$ cat config.mk
export PLATFORM = sky130hd
export DESIGN_NAME = pe_row_ctrl
export DESIGN_NICKNAME = d
export VERILOG_FILES = /design/src/rtl/pe_row_pkg.sv /design/src/rtl/pe_row_skew.sv /design/src/rtl/pe_row_ctrl.sv
export SDC_FILE = /design/constraint.sdc
export NUM_CORES = 1
export LEC_CHECK = 0
export ABC_AREA = 0
export CAP_MARGIN = 10
export CORE_MARGIN = 2
export CORE_UTILIZATION = 43
export DETAILED_ROUTE_END_ITERATION = 7
export HOLD_SLACK_MARGIN = 0.1
export PLACE_DENSITY = 0.75
export SYNTH_ARGS = -nofsm -noshare
export SYNTH_HDL_FRONTEND = slang
export SYNTH_SLANG_ARGS = --single-unit
$ cat constraint.sdc
create_clock -name clk -period 1.85 [get_ports clk]
set_input_delay 0.37 -clock clk [delete_from_list [all_inputs] [get_ports clk]]
set_output_delay 0.37 -clock clk [all_outputs]
set_load 0.05 [all_outputs]
$ cat src/rtl/pe_row_pkg.sv
// Shared types and defaults for the PE row sequencer.
package pe_row_pkg;

  typedef enum logic [2:0] {
    IDLE  = 3'd0,
    CLEAR = 3'd1,
    FEED  = 3'd2,
    FLUSH = 3'd3,
    DRAIN = 3'd4
  } state_e;

  localparam int PE_N_DEF  = 4;
  localparam int PE_DW_DEF = 16;
  localparam int PE_KW_DEF = 8;

  // Extracts lane j of a packed per-PE bus at the default geometry.
  function automatic logic [PE_DW_DEF-1:0] lane_slice(
    input logic [PE_N_DEF*PE_DW_DEF-1:0] bus,
    input int                            lane
  );
    return bus[lane*PE_DW_DEF +: PE_DW_DEF];
  endfunction

endpackage

$ cat src/rtl/pe_row_skew.sv
// Per-lane operand skew: lane j is delayed by j+1 registers so the top operand
// meets the left operand as it ripples one PE per cycle along the row.
module pe_row_skew
  import pe_row_pkg::*;
#(
  parameter int N_PE = PE_N_DEF,
  parameter int DW   = PE_DW_DEF
) (
  input  logic              clk,
  input  logic              clear,
  input  logic [N_PE*DW-1:0] din,
  output logic [N_PE*DW-1:0] dout
);

  for (genvar j = 0; j < N_PE; j++) begin : g_lane
    logic [DW-1:0] line_q [0:j];

    // Shift register of depth j+1; cleared together with the PE row.
    always_ff @(posedge clk) begin
      if (clear) begin
        for (int k = 0; k <= j; k++) line_q[k] <= '0;
      end else begin
        line_q[0] <= din[j*DW +: DW];
        for (int k = 1; k <= j; k++) line_q[k] <= line_q[k-1];
      end
    end

    assign dout[j*DW +: DW] = line_q[j];
  end

endmodule

$ cat src/rtl/pe_row_ctrl.sv
// Sequencer for one row of MAC PEs: clear, skewed feed, flush, then a
// credit-limited drain into a 2-entry result FIFO with valid/ready output.
module pe_row_ctrl
  import pe_row_pkg::*;
#(
  parameter int N_PE = PE_N_DEF,
  parameter int DW   = PE_DW_DEF,
  parameter int KW   = PE_KW_DEF
) (
  input  logic               clk,
  input  logic               reset,
  input  logic               start,
  input  logic [KW-1:0]      k_len,
  output logic               busy,
  output logic               done,
  input  logic               in_valid,
  output logic               in_ready,
  input  logic [DW-1:0]      in_a,
  input  logic [N_PE*DW-1:0] in_t,
  output logic               pe_reset,
  output logic               pe_read,
  output logic [DW-1:0]      pe_l_d,
  output logic [N_PE*DW-1:0] pe_t_d,
  input  logic [DW-1:0]      pe_drain_i,
  output logic               res_valid,
  input  logic               res_ready,
  output logic [DW-1:0]      res_data,
  output logic               res_last
);

  localparam int CW = $clog2(N_PE + 1);
  localparam logic [CW-1:0] N_PE_C = CW'(N_PE);

  state_e        state_q, state_d;
  logic [KW-1:0] k_reg;
  logic [KW-1:0] beat_cnt;
  logic [CW-1:0] flush_cnt;
  logic [CW-1:0] reads_issued;
  logic [CW-1:0] pop_cnt;
  logic          read_q;

  logic [DW-1:0] fifo_mem [0:1];
  logic          wr_ptr, rd_ptr;
  logic [1:0]    fifo_count;

  logic          accept;
  logic          push;
  logic          pop;
  logic [2:0]    occ;
  logic [N_PE*DW-1:0] skew_din;

  assign accept    = in_valid && in_ready;
  assign push      = read_q;
  assign res_valid = (fifo_count != 2'd0);
  assign pop       = res_valid && res_ready;
  assign res_data  = res_valid ? fifo_mem[rd_ptr] : '0;
  assign res_last  = res_valid && (pop_cnt == N_PE_C - CW'(1));
  assign occ       = {1'b0, fifo_count} + {2'b00, read_q};
  assign pe_reset  = reset || (state_q == CLEAR);
  assign skew_din  = accept ? in_t : '0;

  // State register.
  always_ff @(posedge clk) begin
    if (reset) state_q <= IDLE;
    else       state_q <= state_d;
  end

  // Next-state and control outputs; drain reads only while the FIFO plus the
  // word still in flight from the PEs leaves room, counting a same-cycle pop.
  always_comb begin
    state_d  = state_q;
    busy     = 1'b1;
    in_ready = 1'b0;
    pe_read  = 1'b0;
    done     = 1'b0;
    case (state_q)
      IDLE: begin
        busy = 1'b0;
        if (start) state_d = CLEAR;
      end
      CLEAR: begin
        state_d = (k_reg != '0) ? FEED : DRAIN;
      end
      FEED: begin
        in_ready = 1'b1;
        if (in_valid && (beat_cnt == k_reg - KW'(1))) state_d = FLUSH;
      end
      FLUSH: begin
        if (flush_cnt == N_PE_C - CW'(1)) state_d = DRAIN;
      end
      DRAIN: begin
        pe_read = (reads_issued < N_PE_C) && (occ < (3'd2 + {2'b00, pop}));
        if (pop && res_last) begin
          done    = 1'b1;
          state_d = IDLE;
        end
      end
      default: state_d = IDLE;
    endcase
  end

  // Job counters: beats accepted, flush cycles, drain reads, results popped.
  always_ff @(posedge clk) begin
    if (reset) begin
      k_reg        <= '0;
      beat_cnt     <= '0;
      flush_cnt    <= '0;
      reads_issued <= '0;
      pop_cnt      <= '0;
      read_q       <= 1'b0;
    end else begin
      read_q <= pe_read;
      if ((state_q == IDLE) && start) k_reg <= k_len;
      if (state_q == CLEAR) begin
        beat_cnt     <= '0;
        flush_cnt    <= '0;
        reads_issued <= '0;
        pop_cnt      <= '0;
      end else begin
        if (accept)             beat_cnt     <= beat_cnt + KW'(1);
        if (state_q == FLUSH)   flush_cnt    <= flush_cnt + CW'(1);
        if (pe_read)            reads_issued <= reads_issued + CW'(1);
        if (pop)                pop_cnt      <= pop_cnt + CW'(1);
      end
    end
  end

  // Left operand stage: accepted beat or zero bubble into PE0.
  always_ff @(posedge clk) begin
    if (pe_reset) pe_l_d <= '0;
    else          pe_l_d <= accept ? in_a : '0;
  end

  pe_row_skew #(
    .N_PE (N_PE),
    .DW   (DW)
  ) u_skew (
    .clk   (clk),
    .clear (pe_reset),
    .din   (skew_din),
    .dout  (pe_t_d)
  );

  // Result FIFO pointers and occupancy; PE0 output lands one cycle after a read.
  always_ff @(posedge clk) begin
    if (reset) begin
      wr_ptr     <= 1'b0;
      rd_ptr     <= 1'b0;
      fifo_count <= 2'd0;
    end else begin
      if (push) wr_ptr <= ~wr_ptr;
      if (pop)  rd_ptr <= ~rd_ptr;
      fifo_count <= fifo_count + {1'b0, push} - {1'b0, pop};
    end
  end

  // Result FIFO storage.
  always_ff @(posedge clk) begin
    if (push) fifo_mem[wr_ptr] <= pe_drain_i;
  end

endmodule

==> run summary <==
Failing checks: negative setup slack
Starting Density: 44.2%
Avg Inst Size Synth: 11.5 sq um
Layout Skew: 0.0112 ns
CTS tree: done
FF-to-FF path depth: 9
Max Buffers Root-to-Sink: 3
Final setup fails: 20
Most flops, register: u_skew.g_lane.line_q
M3 GR Usage: 4.27%
First-pass GRT wire length: 25.4 mm
Nets: 1,010
Yosys top cell by area: dfxtp_1
DR vias: 5,240
Die Ht: 140 um
CTS Sinks: 242
Final RePlAce weighted congestion: 0.818
Synth-to-layout area growth: 39.5%
H-tree levels: 1
Min-delay src: k_len[4]
Synth Area in XOR/XNOR: 2.52%
Worst-path clk slew: 0.06 ns
Die ar.: 19,700 sq um
Sequential share of power: 43.5%
Crit path max fanout: 2
Fmax: 0.471 GHz
Worst Hold Endpoint: k_reg[4]
Cts bufs inserted: 24
Drt wl/cell: 14.2 um
Switch Pwr: 3410 uW
Post-CTS Hold Buffers: 0
Leading cell type by number of instances after synthesis: dfxtp_1
Commonest cells post-synth: 210 x dfxtp_1, 98 x and2_1, 83 x and3_1, 45 x nor2_1, 33 x buf_4
Met1 GRT Util: 19.3%
Number of synthesized flops with an enable pin: 32
Mapped Cells: 697
Comb power frac: 20.4%
Post-synthesis simple-gate area fraction: 20.6%
Worst hold-check path type: in2reg
Design Power: 12,700 uW
Switching share of power: 26.8%
Dpl hpwl: 10.8 mm
Main combinational cell family by area after synthesis: simple AND/OR/NAND/NOR gates
Int Power: 9300 uW
DR iter-0 viols: 215
Reg-to-Reg Start: fifo_count[0]
Max cap viols: 0
Layout cell share with drive strength beyond 1: 18.6%
Final Worst Setup Slack: -0.272 ns
Global Route Usage Sum: 16.0%
DRC viols: 0
RSZ-0062 raised after global routing: yes
Peak supply drop: 0.733 mV
Synth Area in Compound Gates: 2.33%
Vias in the first global route: 5,103
Met2 usage: 27.3%
Overflow after GRT: 0
Final Hold Vio Count: 0
Max Slew Vio Count: 0
Reg-to-Reg End: fifo_count[1]
WP data arrival: 1.75 ns
Final WL: 16.1 mm
Core area: 18,100 sq um
Top-area cell type share of the netlist area: 52.6%
Routed Antenna Nets: 0
Clk_lat worst skew: 0.51 ns
Top Usage Layer GRT: met2
Site Rows: 49
Pwr/cell area: 1140 nW/um^2
Max FFs per register: 160
Port Buffers: 211
Fill count: 1,443
Antenna Cells: 0
Final core utilization: 61.6%
Critical path type: reg2out
Root Buffer: clkbuf_16
R2R Setup Slk: 0.14 ns
Synthesized cell area: 7990 sq um
Period utilisation layout: 115%
Top_reg_cell synth: dfxtp_1
YS warnings: 0
Largest registers: u_skew.g_lane.line_q (160), fifo_mem (32), pe_l_d (16)
Synth top area cells: dfxtp_1 53%, edfxtp_1 12%, and2_1 7.7%, and3_1 6.5%, buf_4 3.1%
Least-Margin Pin Slew: 0.516 ns
Adder-Cell Fraction of Synth Area: 1.72%
Dpl cell area: 10,100 sq um
Largest net degree at the start of global routing: 47
Outcome: finished, violations left
Worst slew margin: 65.7%
Leakage: 0.00496 uW
Fin crit period: 2.12 ns
Asr flop ratio synth: 0%
CP Launch Type: register
Number of I/O pins: 212
Mapped Nets: 817
DR pass1 iterations: 4
Antenna violations before repair: 0
Sequential-to-total area share from yosys stat: 64.6%
#FFs+latches synth: 242
Hold depth: 3
Endpoint class of the critical path: output pin
Cell area after layout: 11,100 sq um
Mux contribution to synthesized area: 2.25%
Via/cell ratio: 4.61
Req. time, crit path: 1.48 ns
Die W: 140 um
Clock share of power: 36.1%
Unique masters post-synth: 44
[final cells by class]
type | instances | area, sq um | share of cell area, %
sequential | 242 | 5180 | 46.5
multi-input combinational | 371 | 2480 | 22.2
timing repair buffer | 241 | 2400 | 21.5
clock buffer | 34 | 709 | 6.36
tap | 229 | 287 | 2.57
clock inverter | 9 | 58.8 | 0.527
inverter | 10 | 37.5 | 0.337
[kinds of logic after synthesis]
group           Yosys count
simple gates            288
flops                   242
buf+inv                  84
compound gates           31
xor+xnor                 23
mux                      18
fa+ha+maj                11
[metrics by stage]
stage / std cells / TNS [ns] / worst slack [ns] / hold WS [ns]
floorplan: 697 / -0.242 / -0.124 / 0.406
global placement: 1086 / -0.515 / -0.125 / 0.407
detailed placement: 1086 / -0.884 / -0.181 / 0.410
CTS: 1133 / -3.60 / -0.289 / 0.385
global route: 1136 / -4.11 / -0.335 / 0.412
finish: 1136 / -2.72 / -0.272 / 0.413
[how the worst max path moves through the flow]
stage | startpoint | to | cells after the start
global placement | res_ready | fifo_count[1] | 9
CTS | push | pe_read | 5
floorplan | fifo_count[0] | reads_issued[1] | 6
global route | fifo_count[0] | pe_read | 5
detailed placement | res_ready | reads_issued[1] | 7
finish | fifo_count[0] | pe_read | 5
[layer usage]
layer | vias up | wire length, um
met1 | 2375 | 6750
met2 | 168 | 7720
met5 | - | 0
met3 | 40 | 1000
met4 | 0 | 604
li1 | 2657 | -
[power groups by stage]
stage	logic, uW	registers [uW]	clock network (uW)
floorplan	1330	5650	0
global placement	2120	5630	0
detailed placement	2140	5630	0
CTS	2290	5520	4710
global route	2760	5540	4930
finish	2600	5530	4590
[cells in the final DEF (no fill, tap or decap), types with 6 or more instances in the layout]
master           synthesis  routed
and3_1                  83      83
dlygate4sd2_1            0      40
inv_1                    9       7
edfxtp_1                32      32
nand2_1                 27      27
xnor2_1                 15      15
dfxtp_1                210     204
clkdlybuf4s50_1          0     108
buf_6                    3      21
ha_1                    11       8
nor2b_1                  6       6
mux2i_1                 18      18
xor2_1                   8       8
clkinv_2                 0       7
clkbuf_16                0      27
a21oi_1                 15      15
nor2_2                   2      11
nor2_1                  45      32
and2_1                  98      98
buf_12                   0      10
buf_4                   33      56
[worst max-delay path, stage by stage (launching register included)]
cell     delay [ns]
dfxtp_2        0.34
ha_4           0.17
ha_4           0.21
o21ai_2        0.05
nor4b_4        0.30
buf_12         0.18
[repair_timing]
action / 4_1_cts / 5_1_grt
setup endpoints to repair: 63 / 24
gates resized for setup: 64 / 32
setup buffers: 3 / 1
cloned: 1 / 2
pin swaps: 3 / 3
Power figures use the tool's default switching activity.
